--- src/rtl/stepdown_corestate_seq.sv ---
// Buck converter core-state sequencer: soft start, dead-time, minimum on-time,
// over-current latch-off. Optional zero-cross DCM idle state under STEPDOWN_ZCD_EN.
module stepdown_corestate_seq #(
  parameter int SS_CYC  = 32,
  parameter int OCP_MAX = 4
) (
  input  logic       CLK,
  input  logic       RST,
  input  logic       CELV,
  input  logic       CELG,
  input  logic       SUB,
  input  logic       en,
  input  logic       pwm_req,
  input  logic       ocp,
  input  logic       zcd,
  input  logic [3:0] dt_cfg,
  input  logic [7:0] ton_min_cfg,
  output logic       hs_on,
  output logic       ls_on,
  output logic       fault,
  output logic       ss_done,
  output logic [2:0] state
);

  localparam int SS_N  = (SS_CYC < 1) ? 1 : SS_CYC;
  localparam int OCP_N = (OCP_MAX < 1) ? 1 : OCP_MAX;
  localparam int SSW   = (SS_N > 1) ? $clog2(SS_N) : 1;
  localparam int OCW   = $clog2(OCP_N + 1);
  localparam logic [SSW-1:0] SS_LAST = SSW'(SS_N - 1);
  localparam logic [OCW-1:0] OCP_LIM = OCW'(OCP_N);

  typedef enum logic [2:0] {
    S_IDLE = 3'd0,
    S_SS   = 3'd1,
    S_HS   = 3'd2,
    S_DHL  = 3'd3,
    S_LS   = 3'd4,
    S_DLH  = 3'd5,
    S_FLT  = 3'd6,
    S_DCM  = 3'd7
  } state_t;

  state_t           r_state;
  logic [SSW-1:0]   r_ss_cnt;
  logic [3:0]       r_dt_cnt;
  logic [3:0]       r_dt_lim;
  logic [7:0]       r_ton_cnt;
  logic [7:0]       r_ton_lim;
  logic [OCW-1:0]   r_ocp_cnt;
  logic             r_ss_done;

  logic [3:0]       w_dt_eff;
  logic [7:0]       w_ton_next;
  logic [OCW-1:0]   w_ocp_inc;
  logic             w_dead_done;
  logic             w_ton_met;
  logic             w_unused_pins;

`ifdef STEPDOWN_ZCD_EN
  assign w_unused_pins = CELV ^ CELG ^ SUB;
`else
  assign w_unused_pins = CELV ^ CELG ^ SUB ^ zcd;
`endif

  assign w_dt_eff    = (dt_cfg == 4'd0) ? 4'd1 : dt_cfg;
  assign w_ton_next  = (r_ton_cnt == 8'hFF) ? 8'hFF : r_ton_cnt + 8'd1;
  assign w_ocp_inc   = r_ocp_cnt + OCW'(1);
  // Dead limits are loaded with a value of at least 1, so lim-1 never wraps in use.
  assign w_dead_done = (r_dt_cnt == r_dt_lim - 4'd1);
  assign w_ton_met   = (w_ton_next >= r_ton_lim);

  always_ff @(posedge CLK) begin
    if (RST || !en) begin
      r_state   <= S_IDLE;
      r_ss_cnt  <= '0;
      r_dt_cnt  <= '0;
      r_dt_lim  <= '0;
      r_ton_cnt <= '0;
      r_ton_lim <= '0;
      r_ocp_cnt <= '0;
      r_ss_done <= 1'b0;
    end else begin
      case (r_state)
        S_IDLE: begin
          r_ss_cnt  <= '0;
          r_ss_done <= 1'b0;
          r_state   <= S_SS;
        end
        S_SS: begin
          if (r_ss_cnt == SS_LAST) begin
            r_ss_done <= 1'b1;
            r_dt_cnt  <= '0;
            r_dt_lim  <= w_dt_eff;
            r_state   <= S_DLH;
          end else begin
            r_ss_cnt <= r_ss_cnt + SSW'(1);
          end
        end
        S_DLH: begin
          if (w_dead_done) begin
            r_ton_cnt <= '0;
            r_ton_lim <= ton_min_cfg;
            r_state   <= S_HS;
          end else begin
            r_dt_cnt <= r_dt_cnt + 4'd1;
          end
        end
        S_HS: begin
          r_ton_cnt <= w_ton_next;
          // Over-current cuts the pulse short regardless of the minimum on-time.
          if (ocp) begin
            r_ocp_cnt <= w_ocp_inc;
            if (w_ocp_inc >= OCP_LIM) begin
              r_state <= S_FLT;
            end else begin
              r_dt_cnt <= '0;
              r_dt_lim <= w_dt_eff;
              r_state  <= S_DHL;
            end
          end else if (!pwm_req && w_ton_met) begin
            r_ocp_cnt <= '0;
            r_dt_cnt  <= '0;
            r_dt_lim  <= w_dt_eff;
            r_state   <= S_DHL;
          end
        end
        S_DHL: begin
          if (w_dead_done) begin
            r_state <= S_LS;
          end else begin
            r_dt_cnt <= r_dt_cnt + 4'd1;
          end
        end
        S_LS: begin
          if (pwm_req) begin
            r_dt_cnt <= '0;
            r_dt_lim <= w_dt_eff;
            r_state  <= S_DLH;
          end
`ifdef STEPDOWN_ZCD_EN
          else if (zcd) begin
            r_state <= S_DCM;
          end
`endif
        end
        S_FLT: begin
          r_state <= S_FLT;
        end
        S_DCM: begin
`ifdef STEPDOWN_ZCD_EN
          if (pwm_req) begin
            r_dt_cnt <= '0;
            r_dt_lim <= w_dt_eff;
            r_state  <= S_DLH;
          end
`else
          r_ss_done <= 1'b0;
          r_state   <= S_IDLE;
`endif
        end
        default: begin
          r_state <= S_IDLE;
        end
      endcase
    end
  end

  assign state   = r_state;
  assign hs_on   = (r_state == S_HS);
  assign ls_on   = (r_state == S_LS);
  assign fault   = (r_state == S_FLT);
  assign ss_done = r_ss_done;

endmodule

--- config.mk ---
export PLATFORM = sky130hd
export DESIGN_NAME = stepdown_corestate_seq
export DESIGN_NICKNAME = d
export VERILOG_FILES = /design/src/rtl/stepdown_corestate_seq.sv
export SDC_FILE = /design/constraint.sdc
export NUM_CORES = 1
export LEC_CHECK = 0
export CAP_MARGIN = 20
export CORE_MARGIN = 1
export CORE_UTILIZATION = 30
export CTS_CLUSTER_DIAMETER = 100
export DETAILED_ROUTE_END_ITERATION = 16
export HOLD_SLACK_MARGIN = 0.1
export PLACE_DENSITY_LB_ADDON = 0.08
export SETUP_SLACK_MARGIN = 0.2
export SKIP_CTS_REPAIR_TIMING = 1
export SLEW_MARGIN = 20
export SYNTH_ARGS = -nofsm -noshare
export SYNTH_HDL_FRONTEND = slang
export SYNTH_SLANG_ARGS = --single-unit
export TNS_END_PERCENT = 50
--- constraint.sdc ---
create_clock -name CLK -period 4 [get_ports CLK]
set_input_delay 0.6 -clock CLK [delete_from_list [all_inputs] [get_ports CLK]]
set_output_delay 0.6 -clock CLK [all_outputs]
set_load 0.05 [all_outputs]
* Word-level counts from Yosys, hierarchy flattened
Index checks and enable logic that the tools add are counted.
Word-level totals: flip-flop bits (word level) 36, logic and storage cells 86, output and inout bits 7, bits in latches 0, memories kept 0, input port bits 21, RAM bits 0, bits in read-only memories 0
Cells by class: reduce and logical (&&, ||, !) cells 22, add/subtract/negate cells 5, div/mod/pow operators 0, magnitude comparators 2, mux-type cells 31, multiply operators 0, equal/unequal tests 18, bitwise operators 0, shifts and indexed selects 0
Operator list (count):
- $mux 4 | 12
- $mux 3 | 9
- $pmux 3 s8 | 1
- $mux 8 | 2
- $pmux 4 s4 | 1
- $pmux 8 s2 | 1
- $eq 3x3->1 const B | 4
- $ne 2x2->1 const B | 6
- $pmux 4 s3 | 1
- $pmux 5 s2 | 1
- $reduce_and 2->1 | 5
- $reduce_and 5->1 | 2
- $add 8x1->8 const B | 1
- $eq 8x8->1 const B | 1
- $ge 8x8->1 | 1
- $reduce_bool 2->1 | 4
- $eq 3x2->1 const B | 2
- $reduce_and 6->1 | 1
- $add 5x1->5 const B | 1
- $eq 5x5->1 const B | 1
- $mux 5 | 1
- $add 4x1->4 const B | 1
- $eq 4x4->1 | 1
- $logic_not 4->1 | 1
- 15 further kinds | 17

* Depth between registers and ports, before layout
Gate-level depths: netlist of run 1.
word-level depth 7, mapped depth 13, gate-level depth less buffers 13

* Worst setup path before layout of run 1
No wires, ideal clock.
path kind register -> register, start point reg r_ton_cnt[0], end point reg r_state[2] (netlist: state[2]), data arrival time 2.973 ns, path slack 0.908 ns, setup time 0.119 ns, required time 3.881 ns, path buffers 0, cell stages (with the launch flop) 13, clock period less this slack 3.092 ns, path through dfxtp_1 ha_1 and3_1 and2_1 nand4_1 and2_1 ha_1 nand2b_1 a2111oi_0 o31ai_1 o221ai_1 a21oi_1 o221a_2
On the way: cells in the longest elaborated chain, start to end 6, elaborated cells between the ends (all ways) 7, classes of those cells add/sub (1); order compare (1); eq/ne (2); mux (1); reduce/logical (2)
Ends and longest elaborated chain:
- from (decl) | RTL line 47 | logic [7:0] r_ton_cnt;
- from (signal assigned) | RTL line 109 | r_ton_cnt <= w_ton_next;
- $add 8x1->8 or $eq 8x8->1 (tied branches) | RTL line 66 | assign w_ton_next = (r_ton_cnt == 8'hFF) ? 8'hFF : r_ton_cnt + 8'd1;
- $mux 8 (*) | RTL line 66
- $ge 8x8->1 (*) | RTL line 70 | assign w_ton_met = (w_ton_next >= r_ton_lim);
- $logic_and 1x1->1 (*) | RTL line 120 | end else if (!pwm_req && w_ton_met) begin
- $ne 3x2->1 (no source line) (*)
- $reduce_and 5->1 (no source line) (*)
- to (signal assigned) | RTL line 74 | r_state <= S_IDLE;
- to (signal assigned) | RTL line 118 | r_state <= S_DHL;
- to (signal assigned) | RTL line 124 | r_state <= S_DHL;
- to (decl) | RTL line 43 | state_t r_state;
Every way passes the cells marked *; elsewhere a longest branch is shown, timed or not. A chain may end at the register's enable or synchronous reset.

* Worst setup path after layout of run 1
Ends and elaborated chain as after synthesis.

==> qor.yml, run 1 <==
outcome:
  outcome: "complete, no violations"
cts:
  clk_latency_ns: 0.30
  cts_tree: "done"
  clk_path_buf_depth: 2
  clock_sinks: 36
  path_clk_slew_ns: 0.08
  h-tree-depth: 2
  clock-root-buffer: "clkbuf_8"
  numCtsBuffers: 5
sta:
  drv_slew: 0
  worst_slew_margin_rel_pct: 51.72
  setup_viol: 0
  tns_ns: 0
  period_share_pct: 88.08
  fin_ws_ns: 0.4769
  fin_crit_ns: 3.523
  max_freq_mhz: 283.8
  tightest_slew_ns: 0.7181
  finClkSkew_ns: 0.01064
  rsz0062_at_grt: "yes"
  finalHoldViolCount: 0
critical_path:
  critPathRequiredTime_ns: 4.19
  crit_path_start_kind: "flip-flop"
  worstSetupPathType: "flip-flop to flip-flop"
  critPathArrivalTime_ns: 3.72
  worstPathMaxFanout: 6
  end_kind: "flip-flop"
cells_and_area:
  finalNonFillerCells: 407
  antennaDiodeCount: 0
  final_cell_mix: "nand2_1 (46), dfxtp_1 (36), a21oi_1 (30)"
  post-route-util_pct: 36.70
  fillCellCount: 791
  final_common_cell: "nand2_1"
  area_delta_synth_final_pct: 18.54
  nNetsFinal: 342
  drive_gt1_share_pct: 7.792
placement:
  gp_congestion: 0.7699
  dp_slack_ns: 0.4575
  hpwl_um: 3812
  port_buffers: 23
  dpl.cell_count: 399
pwr:
  peakVddDrop_v: 0.0001118
  seqPwrFrac_pct: 47.7
  p_sw_uw: 185.8
  p_int_uw: 581.7
  static-leakage-power_uw: 0.0009623
  comb_power_share_pct: 10.0
  power_density_nw_per_um2: 289.9
  clkPwrFrac_pct: 42.2
  switching_share_pct: 24.21
  finalPower_uw: 767.5
routing:
  drtAntennaViolNets: 0
  wl_per_cell_um: 13.32
  drc: 0
  drtPass1Iterations: 4
  first_iter_violations: 69
  routed_via_density: 4.907
  drt_wl_total_um: 5421
  vias: 1997
global_route:
  grt_pass1_vias: 1822
  grt_pass1_wl_um: 8963
  grt_overflow: 0
  grtUsageTotal_pct: 15.16
  grt_max_degree: 34
  antenna_found_initial: 0
floorplanning:
  num_io_pins: 28
  initial_core_util_pct: 30.96
  dieArea_um2: 7793
  dieHeight_um: 88.28
  rows: 31
  fp.dieW_um: 88.28
  core_area_um2: 7214
yosys:
  ys_seq_elements: 36
  synth_edf_count: 0
  synth_area_um2: 2233
  synth.area.top_cells: "dfxtp_1 (32%), ha_1 (7.8%), nand2_1 (7.7%)"
  yosysTopAreaCellShare_pct: 32.27
  ys_warn_count: 0
  synth_fp_nets: 320
  synth_area_leader_cell: "dfxtp_1"
  synthArstFlopShare_pct: 0
  synthDistinctLibCells: 56
  synthFlopType: "dfxtp_1"
  syn_area_per_cell_um2: 7.836
  synth_cells: 285
  synth_seq_area_share_pct: 32.27
hold_path:
  hold_path.class: "flip-flop to flip-flop"
run:
  drv_cap: 0
==> worst max-delay path, cell delays in order, from the launching register on <==
cell and delay (ns):
dfxtp_1 0.39, ha_1 0.27, and3_1 0.21, and2_1 0.20, nand4_1 0.26, and2_1 0.27, ha_1 0.26, nand2b_1 0.13
a2111oi_0 0.42, o31ai_1 0.24, o221ai_1 0.43, a21oi_1 0.08, o221a_2 0.25
==> metal layers <==
layer / up-vias / share of wire (%) / track usage, %
met1: 921 / 53 / 21.32
met3: 7 / 2.3 / 3.731
met2: 19 / 43 / 22.94
met5: - / 0 / 0
li1: 1050 / - / -
met4: 0 / 1.4 / 4.399
==> path summary, 6_finish.rpt <==
kind	startpoint	to	slack [ns]	cells past startpoint
worst max-delay path	r_ton_cnt[0]	state[2]	0.48	12
worst min-delay path	r_ton_lim[6]	r_ton_lim[6]	0.46	2
worst max register to register	r_ton_cnt[0]	state[2]	0.48	12
worst min register to register	r_ton_lim[6]	r_ton_lim[6]	0.46	2
==> power groups by stage <==
stage                     Combinational (µW)  Clock, µW  Sequential [µW]
after floorplan                         49.0          0              375
after global placement                  77.0          0              375
after detailed placement                77.0          0              375
after CTS                               77.4        338              366
after global routing                    84.2        356              367
final                                   77.0        324              366
==> stage by stage <==
| step | hold slack (ns) | instance area (µm²) |
|---|---|---|
| 6_report | 0.4582 | 2648 |
| 3_5_place_dp | 0.4468 | 2540 |
| 5_1_grt | 0.4786 | 2648 |
| 4_1_cts | 0.4590 | 2648 |
| 2_1_floorplan | 0.4363 | 2233 |
| 3_3_place_gp | 0.4457 | 2540 |
==> cells by family (layout without fill, tap and decap cells) <==
group                    count (synthesis)  after routing  share of synthesized area [%]
AND/OR/NAND/NOR                        122            122                          26.50
AO/OA/AOI/OAI                           73             73                          20.84
flip-flops                              36             36                          32.27
buffers and inverters                   26             49                          5.826
adder cells (fa/ha/maj)                 14             14                          7.843
XOR/XNOR                                11             11                          5.266
multiplexers                             3              3                          1.457
==> final cells by class <==
type,instances,area [µm²],area share (%)
clock buffer,6,72.57,2.741
clock inverter,2,35.03,1.323
inverter,14,52.55,1.985
multi-input combinational,223,1383,52.22
sequential,36,720.7,27.22
tap,99,123.9,4.679
timing repair buffer,27,260.3,9.830
==> Yosys cell counts, drive strengths merged, types with 5 or more instances <==
cell type	n
nand3	14
clkbuf	6
o21ai	16
buf	5
nand2b	6
nor2	25
xnor2	6
nand2	46
ha	14
inv	14
a21oi	30
nor3	6
dfxtp	36
==> sequential cells by signal (all words and copies together), names as in the netlist <==
name       flops
r_dt_cnt       4
r_dt_lim       4
r_ocp_cnt      3
r_ss_cnt       5
r_ton_cnt      8
r_ton_lim      8
ss_done        1
state          3
No activity file was read; power rests on OpenSTA's default activity.
==> run 2: changes to the inputs <==
--- a/constraint.sdc
+++ b/constraint.sdc
@@ -3,2 +3,2 @@
 set_output_delay 0.6 -clock CLK [all_outputs]
-set_load 0.05 [all_outputs]
+set_load 0.005 [all_outputs]
==> qor.yml, run 2 (synthesized netlist as in run 1, its figures left out) <==
sta:
  tightest_slew_ns: 0.6398  # -0.07824 ns
  setup_viol: 0  # unchanged
  max_freq_mhz: 294.6  # +3.8%
  period_share_pct: 84.86  # -3.2 points
  rsz0062_at_grt: "yes"
  drv_slew: 0  # unchanged
  worst_slew_margin_rel_pct: 57.02  # +5.3 points
  finClkSkew_ns: 0.005502  # -0.005136 ns
  tns_ns: 0  # unchanged
  fin_crit_ns: 3.394  # -0.1287 ns
  finalHoldViolCount: 0  # unchanged
pwr:
  static-leakage-power_uw: 0.0009647  # +0.26%
  peakVddDrop_v: 0.0001044  # -6.6%
  power_density_nw_per_um2: 298.7  # +3.0%
  comb_power_share_pct: 9.0  # -1.0 points
  switching_share_pct: 22.66  # -1.5 points
  p_sw_uw: 180.8  # -2.7%
  p_int_uw: 617.0  # +6.1%
  clkPwrFrac_pct: 45.0  # +2.8 points
  seqPwrFrac_pct: 45.9  # -1.8 points
global_route:
  grt_pass1_wl_um: 8983  # +0.22%
  grt_overflow: 0  # unchanged
  grtUsageTotal_pct: 15.11  # -0.056 points
  grt_pass1_vias: 1853  # +1.7%
  grt_max_degree: 34  # unchanged
  antenna_found_initial: 0  # unchanged
placement:
  hpwl_um: 3764  # -1.3%
  gp_congestion: 0.7714  # +0.19%
  port_buffers: 23  # unchanged
critical_path:
  worstPathMaxFanout: 6  # unchanged
  r2r-start: "r_ton_cnt[0]"
  reg2regPathDepth: 12  # unchanged
  ff2ff_setup_slack_ns: 0.61  # +0.13 ns
  r2r_end: "state[2]"
  cp_slowest_cell: "a2111oi_1"
  worstSetupPathType: "flip-flop to flip-flop"
  end_kind: "flip-flop"
  crit_path_cell_trace: "ha_1 -> and3_1 -> and2_1 -> nand4_1 -> and2_1 -> ha_1 -> nand2b_1 -> a2111oi_1 -> o31ai_2 -> o221ai_2 -> a21oi_1 -> o221a_2"
  crit_path_start_kind: "flip-flop"
  critPathRequiredTime_ns: 4.18  # about the same
  crit_path_start: "r_ton_cnt[0]"
  critPathArrivalTime_ns: 3.58  # -0.14 ns
  max_stage_delay_ns: 0.45  # +0.02 ns
floorplanning:
  num_io_pins: 28  # unchanged
  dieHeight_um: 88.28  # unchanged
  fp.dieW_um: 88.28  # unchanged
  rows: 31  # unchanged
  initial_core_util_pct: 30.96  # unchanged
  core_area_um2: 7214  # unchanged
  dieArea_um2: 7793  # unchanged
hold_path:
  hold_depth: 2  # unchanged
  min_from: "r_ton_lim[2]"
  min_to: "r_ton_lim[2]"
  hold_path.class: "flip-flop to flip-flop"
routing:
  first_iter_violations: 114  # +65%
  wl_per_cell_um: 13.09  # -1.7%
  drtAntennaViolNets: 0  # unchanged
  vias: 1972  # -1.3%
  drtPass1Iterations: 4  # unchanged
  drt_wl_total_um: 5315  # -2.0%
  drc: 0  # unchanged
  routed_via_density: 4.857  # -1.0%
cells_and_area:
  nNetsFinal: 341  # -0.29%
  antennaDiodeCount: 0  # unchanged
  final_cell_mix: "nand2_1 (46), dfxtp_1 (36), a21oi_1 (30)"
  fillCellCount: 785  # -0.76%
  area_delta_synth_final_pct: 19.61
  drive_gt1_share_pct: 8.469  # +0.68 points
  post-route-util_pct: 37.03  # +0.33 points
  final_common_cell: "nand2_1"
  top_regs: "r_ton_cnt (8), r_ton_lim (8), r_ss_cnt (5)"
cts:
  path_clk_slew_ns: 0.08  # about the same
  h-tree-depth: 2  # unchanged
  clk_latency_ns: 0.29  # about the same
  numCtsBuffers: 5  # unchanged
  clock_sinks: 36  # unchanged
  clock-root-buffer: "clkbuf_8"
  cts_tree: "done"
  clk_path_buf_depth: 2  # unchanged
run:
  drv_cap: 0  # unchanged
outcome:
  outcome: "complete, no violations"
## run 2: cell count changes in the layout (fill, tap and decap cells not counted)
cell / change
o221ai_2: +1
clkbuf_8: +2
o31ai_2: +1
a2111oi_1: +1
clkbuf_1: -1
clkinv_2: -1
buf_4: -1
o31ai_1: -1
o221ai_1: -1
a2111oi_0: -1
## run 2: worst max-delay path, delay by kind of cell, from the launching register on
kind,cells,cell delay (ns)
compound gates,5,1.26
fa+ha+maj,2,0.53
flops,1,0.40
simple gates,5,1.08
## run 2: area by class of cell
cell class,instances,area [µm²],share of cell area (%)
Clock buffer,7,96.34,3.607
Clock inverter,1,30.03,1.124
Inverter,14,52.55,1.967
Multi-Input combinational cell,223,1395,52.22
Sequential cell,36,720.7,26.98
Tap cell,99,123.9,4.637
Timing Repair Buffer,26,252.7,9.461
## run 2: routing by layer
layer	up-vias	wire length (µm)	track usage, %
li1	1055	-	-
met1	889	2764	21.22
met2	22	2314	22.94
met3	6	166	3.638
met4	0	70	4.399
met5	-	0	0
## run 2: per-stage QoR
stage	hold slack (ns)	cell area [µm²]	power, µW	cells	setup WS, ns
floorplan	0.4363	2233	419.0	285	0.9083
global placement	0.4465	2532	447.5	398	0.4052
detailed placement	0.4482	2532	446.6	398	0.4920
CTS	0.4606	2659	812.5	406	0.4337
global route	0.4790	2671	833.8	406	0.1944
finish	0.4562	2671	797.8	406	0.6057
## run 2: worst max-delay path by stage
| stage | endpoint | cells past startpoint |
|---|---|---|
| 3_3_place_gp | state[2] | 12 |
| 5_1_grt | r_dt_lim[3] | 12 |
| 2_1_floorplan | state[2] | 12 |
| 3_5_place_dp | state[2] | 12 |
| 4_1_cts | state[2] | 12 |
| 6_report | state[2] | 12 |
## run 2: power groups by stage
stage	Combinational, µW	Sequential, µW	Clock (µW)
after floorplan	47.9	371	0
after global placement	72.4	375	0
after detailed placement	71.4	375	0
after CTS	72.1	367	374
after global routing	79.5	367	387
final	72.0	367	359
==> run 3: changes to the inputs <==
Clock period 4 ns to 3.5 ns, I/O delays scaled along.
==> qor.yml, run 3 (synthesized netlist as in run 1, its figures left out) <==
pwr:
  static-leakage-power_uw: 0.0009748  # +1.0%
  power_density_nw_per_um2: 323.4  # +8.3%
  peakVddDrop_v: 0.0001467  # +41%
critical_path:
  worstSetupPathType: "flip-flop to flip-flop"
  worstPathMaxFanout: 5  # -1
  ff2ff_setup_slack_ns: 0.46  # -0.15 ns
  critPathArrivalTime_ns: 3.20  # -0.38 ns
  r2r-start: "r_ton_cnt[0]"
  critPathRequiredTime_ns: 3.66  # -0.52 ns
  end_kind: "flip-flop"
  reg2regPathDepth: 13  # +1
  crit_path_start_kind: "flip-flop"
  r2r_end: "r_dt_lim[0]"
placement:
  port_buffers: 23  # unchanged
  hpwl_um: 3849  # +2.3%
  dpl.cell_count: 401  # +0.75%
  dp_slack_ns: 0.3241  # -0.1679 ns
  gp_congestion: 0.7791  # +1.0%
sta:
  finalHoldViolCount: 0  # unchanged
  finClkSkew_ns: 0.006248  # +0.0007457 ns
  setup_viol: 0  # unchanged
  fin_ws_ns: 0.4605  # -0.1452 ns
  tightest_slew_ns: 0.6124  # -0.02739 ns
  worst_slew_margin_rel_pct: 58.86  # +1.8 points
  max_freq_mhz: 329.0  # +12%
  tns_ns: 0  # unchanged
  period_share_pct: 86.84  # +2.0 points
  fin_crit_ns: 3.040  # -0.3548 ns
  drv_slew: 0  # unchanged
  rsz0062_at_grt: "no"
floorplanning:
  dieHeight_um: 88.28  # unchanged
  rows: 31  # unchanged
  dieArea_um2: 7793  # unchanged
  fp.dieW_um: 88.28  # unchanged
  num_io_pins: 28  # unchanged
  initial_core_util_pct: 30.96  # unchanged
  core_area_um2: 7214  # unchanged
hold_path:
  hold_depth: 2  # unchanged
  min_to: "r_ton_lim[6]"
  min_from: "r_ton_lim[6]"
  hold_path.class: "flip-flop to flip-flop"
cells_and_area:
  finalNonFillerCells: 409  # +0.74%
  final_cell_mix: "nand2_1 (46), dfxtp_1 (36), a21oi_1 (29)"
  drive_gt1_share_pct: 10.32  # +1.9 points
  final_common_cell: "nand2_1"
  antennaDiodeCount: 0  # unchanged
  area_delta_synth_final_pct: 21.96
  top_regs: "r_ton_cnt (8), r_ton_lim (8), r_ss_cnt (5)"
  nNetsFinal: 344  # +0.88%
global_route:
  grt_pass1_vias: 1881  # +1.5%
  antenna_found_initial: 0  # unchanged
  grt_overflow: 0  # unchanged
  grt_max_degree: 34  # unchanged
  grt_pass1_wl_um: 9032  # +0.55%
  grtUsageTotal_pct: 15.18  # +0.073 points
routing:
  drtPass1Iterations: 4  # unchanged
  first_iter_violations: 91  # -20%
  routed_via_density: 4.932  # +1.5%
  drtAntennaViolNets: 0  # unchanged
  drt_wl_total_um: 5473  # +3.0%
  drc: 0  # unchanged
  vias: 2017  # +2.3%
  wl_per_cell_um: 13.38  # +2.2%
cts:
  clock-root-buffer: "clkbuf_8"
  numCtsBuffers: 5  # unchanged
  cts_tree: "done"
  clock_sinks: 36  # unchanged
  clk_latency_ns: 0.29  # about the same
  clk_path_buf_depth: 2  # unchanged
  h-tree-depth: 2  # unchanged
  path_clk_slew_ns: 0.08  # about the same
run:
  drv_cap: 0  # unchanged
outcome:
  outcome: "complete, no violations"
## run 3: cell count changes in the layout (fill, tap and decap cells not counted)
cell | previous run | this run
buf_4 | 3 | 6
clkbuf_8 | 7 | 5
a2111oi_1 | 1 | 0
a2111oi_4 | 0 | 1
a21oi_1 | 30 | 29
a21oi_2 | 0 | 1
a31oi_1 | 3 | 2
a31oi_4 | 0 | 1
clkinv_2 | 0 | 1
clkinvlp_4 | 0 | 1
o31ai_2 | 1 | 0
o31ai_4 | 0 | 1
## run 3: worst max path at each step
stage                             from          end  slack (ns)  depth (start not counted)
final                     r_ton_cnt[0]  r_dt_lim[0]        0.46                         13
after global routing      r_ton_cnt[0]  r_dt_lim[0]        0.20                         13
after CTS                 r_ton_cnt[0]  r_dt_lim[3]        0.29                         13
after detailed placement  r_ton_cnt[0]     state[2]        0.32                         12
after global placement    r_ton_cnt[0]     state[2]        0.25                         12
after floorplan           r_ton_cnt[0]     state[2]        0.41                         12
## run 3: cell type report
type                    count  area, µm²
fillers                   787       4491
multi-input cells         223       1440
flip-flops and latches     36      720.7
repair buffers             29      275.3
well taps                  99      123.9
clock buffers               5      68.82
inverters                  14      52.55
clock inverters             3      42.54
## run 3: routing by layer
| metal | global-route usage (%) | share of wire, % | vias to the layer above |
|---|---|---|---|
| met1 | 20.11 | 51 | 932 |
| met4 | 4.545 | 0.86 | 0 |
| met2 | 24.69 | 45 | 23 |
| met3 | 3.358 | 2.6 | 2 |
| li1 | - | - | 1060 |
| met5 | 0 | 0 | - |
## run 3: stage by stage
step                      power (µW)  utilization, %  hold slack [ns]  instance area, µm²
after global routing           923.3           37.76           0.4855                2724
after floorplan                478.8               -           0.4363                2233
after detailed placement       511.5           35.41           0.4475                2555
after CTS                      891.5           36.96           0.4595                2666
final                          880.8           37.76           0.4550                2724
after global placement         512.2           35.41           0.4456                2555
## run 3: report_power, final
group          total [µW]  switching, µW  internal [µW]
logic                85.4           42.3           43.1
registers             419           6.72            412
clock network         377            166            211
## run 3: worst max-delay path, cell delays in order, from the launching register on
cell and delay (ns):
dfxtp_1 0.39, ha_1 0.18, and3_1 0.20, and2_1 0.21, nand4_1 0.17, and2_1 0.23, ha_1 0.26, nand2b_1 0.18
a2111oi_4 0.36, o31ai_4 0.10, buf_4 0.16, a31o_2 0.26, a21oi_1 0.15, nor3_1 0.06
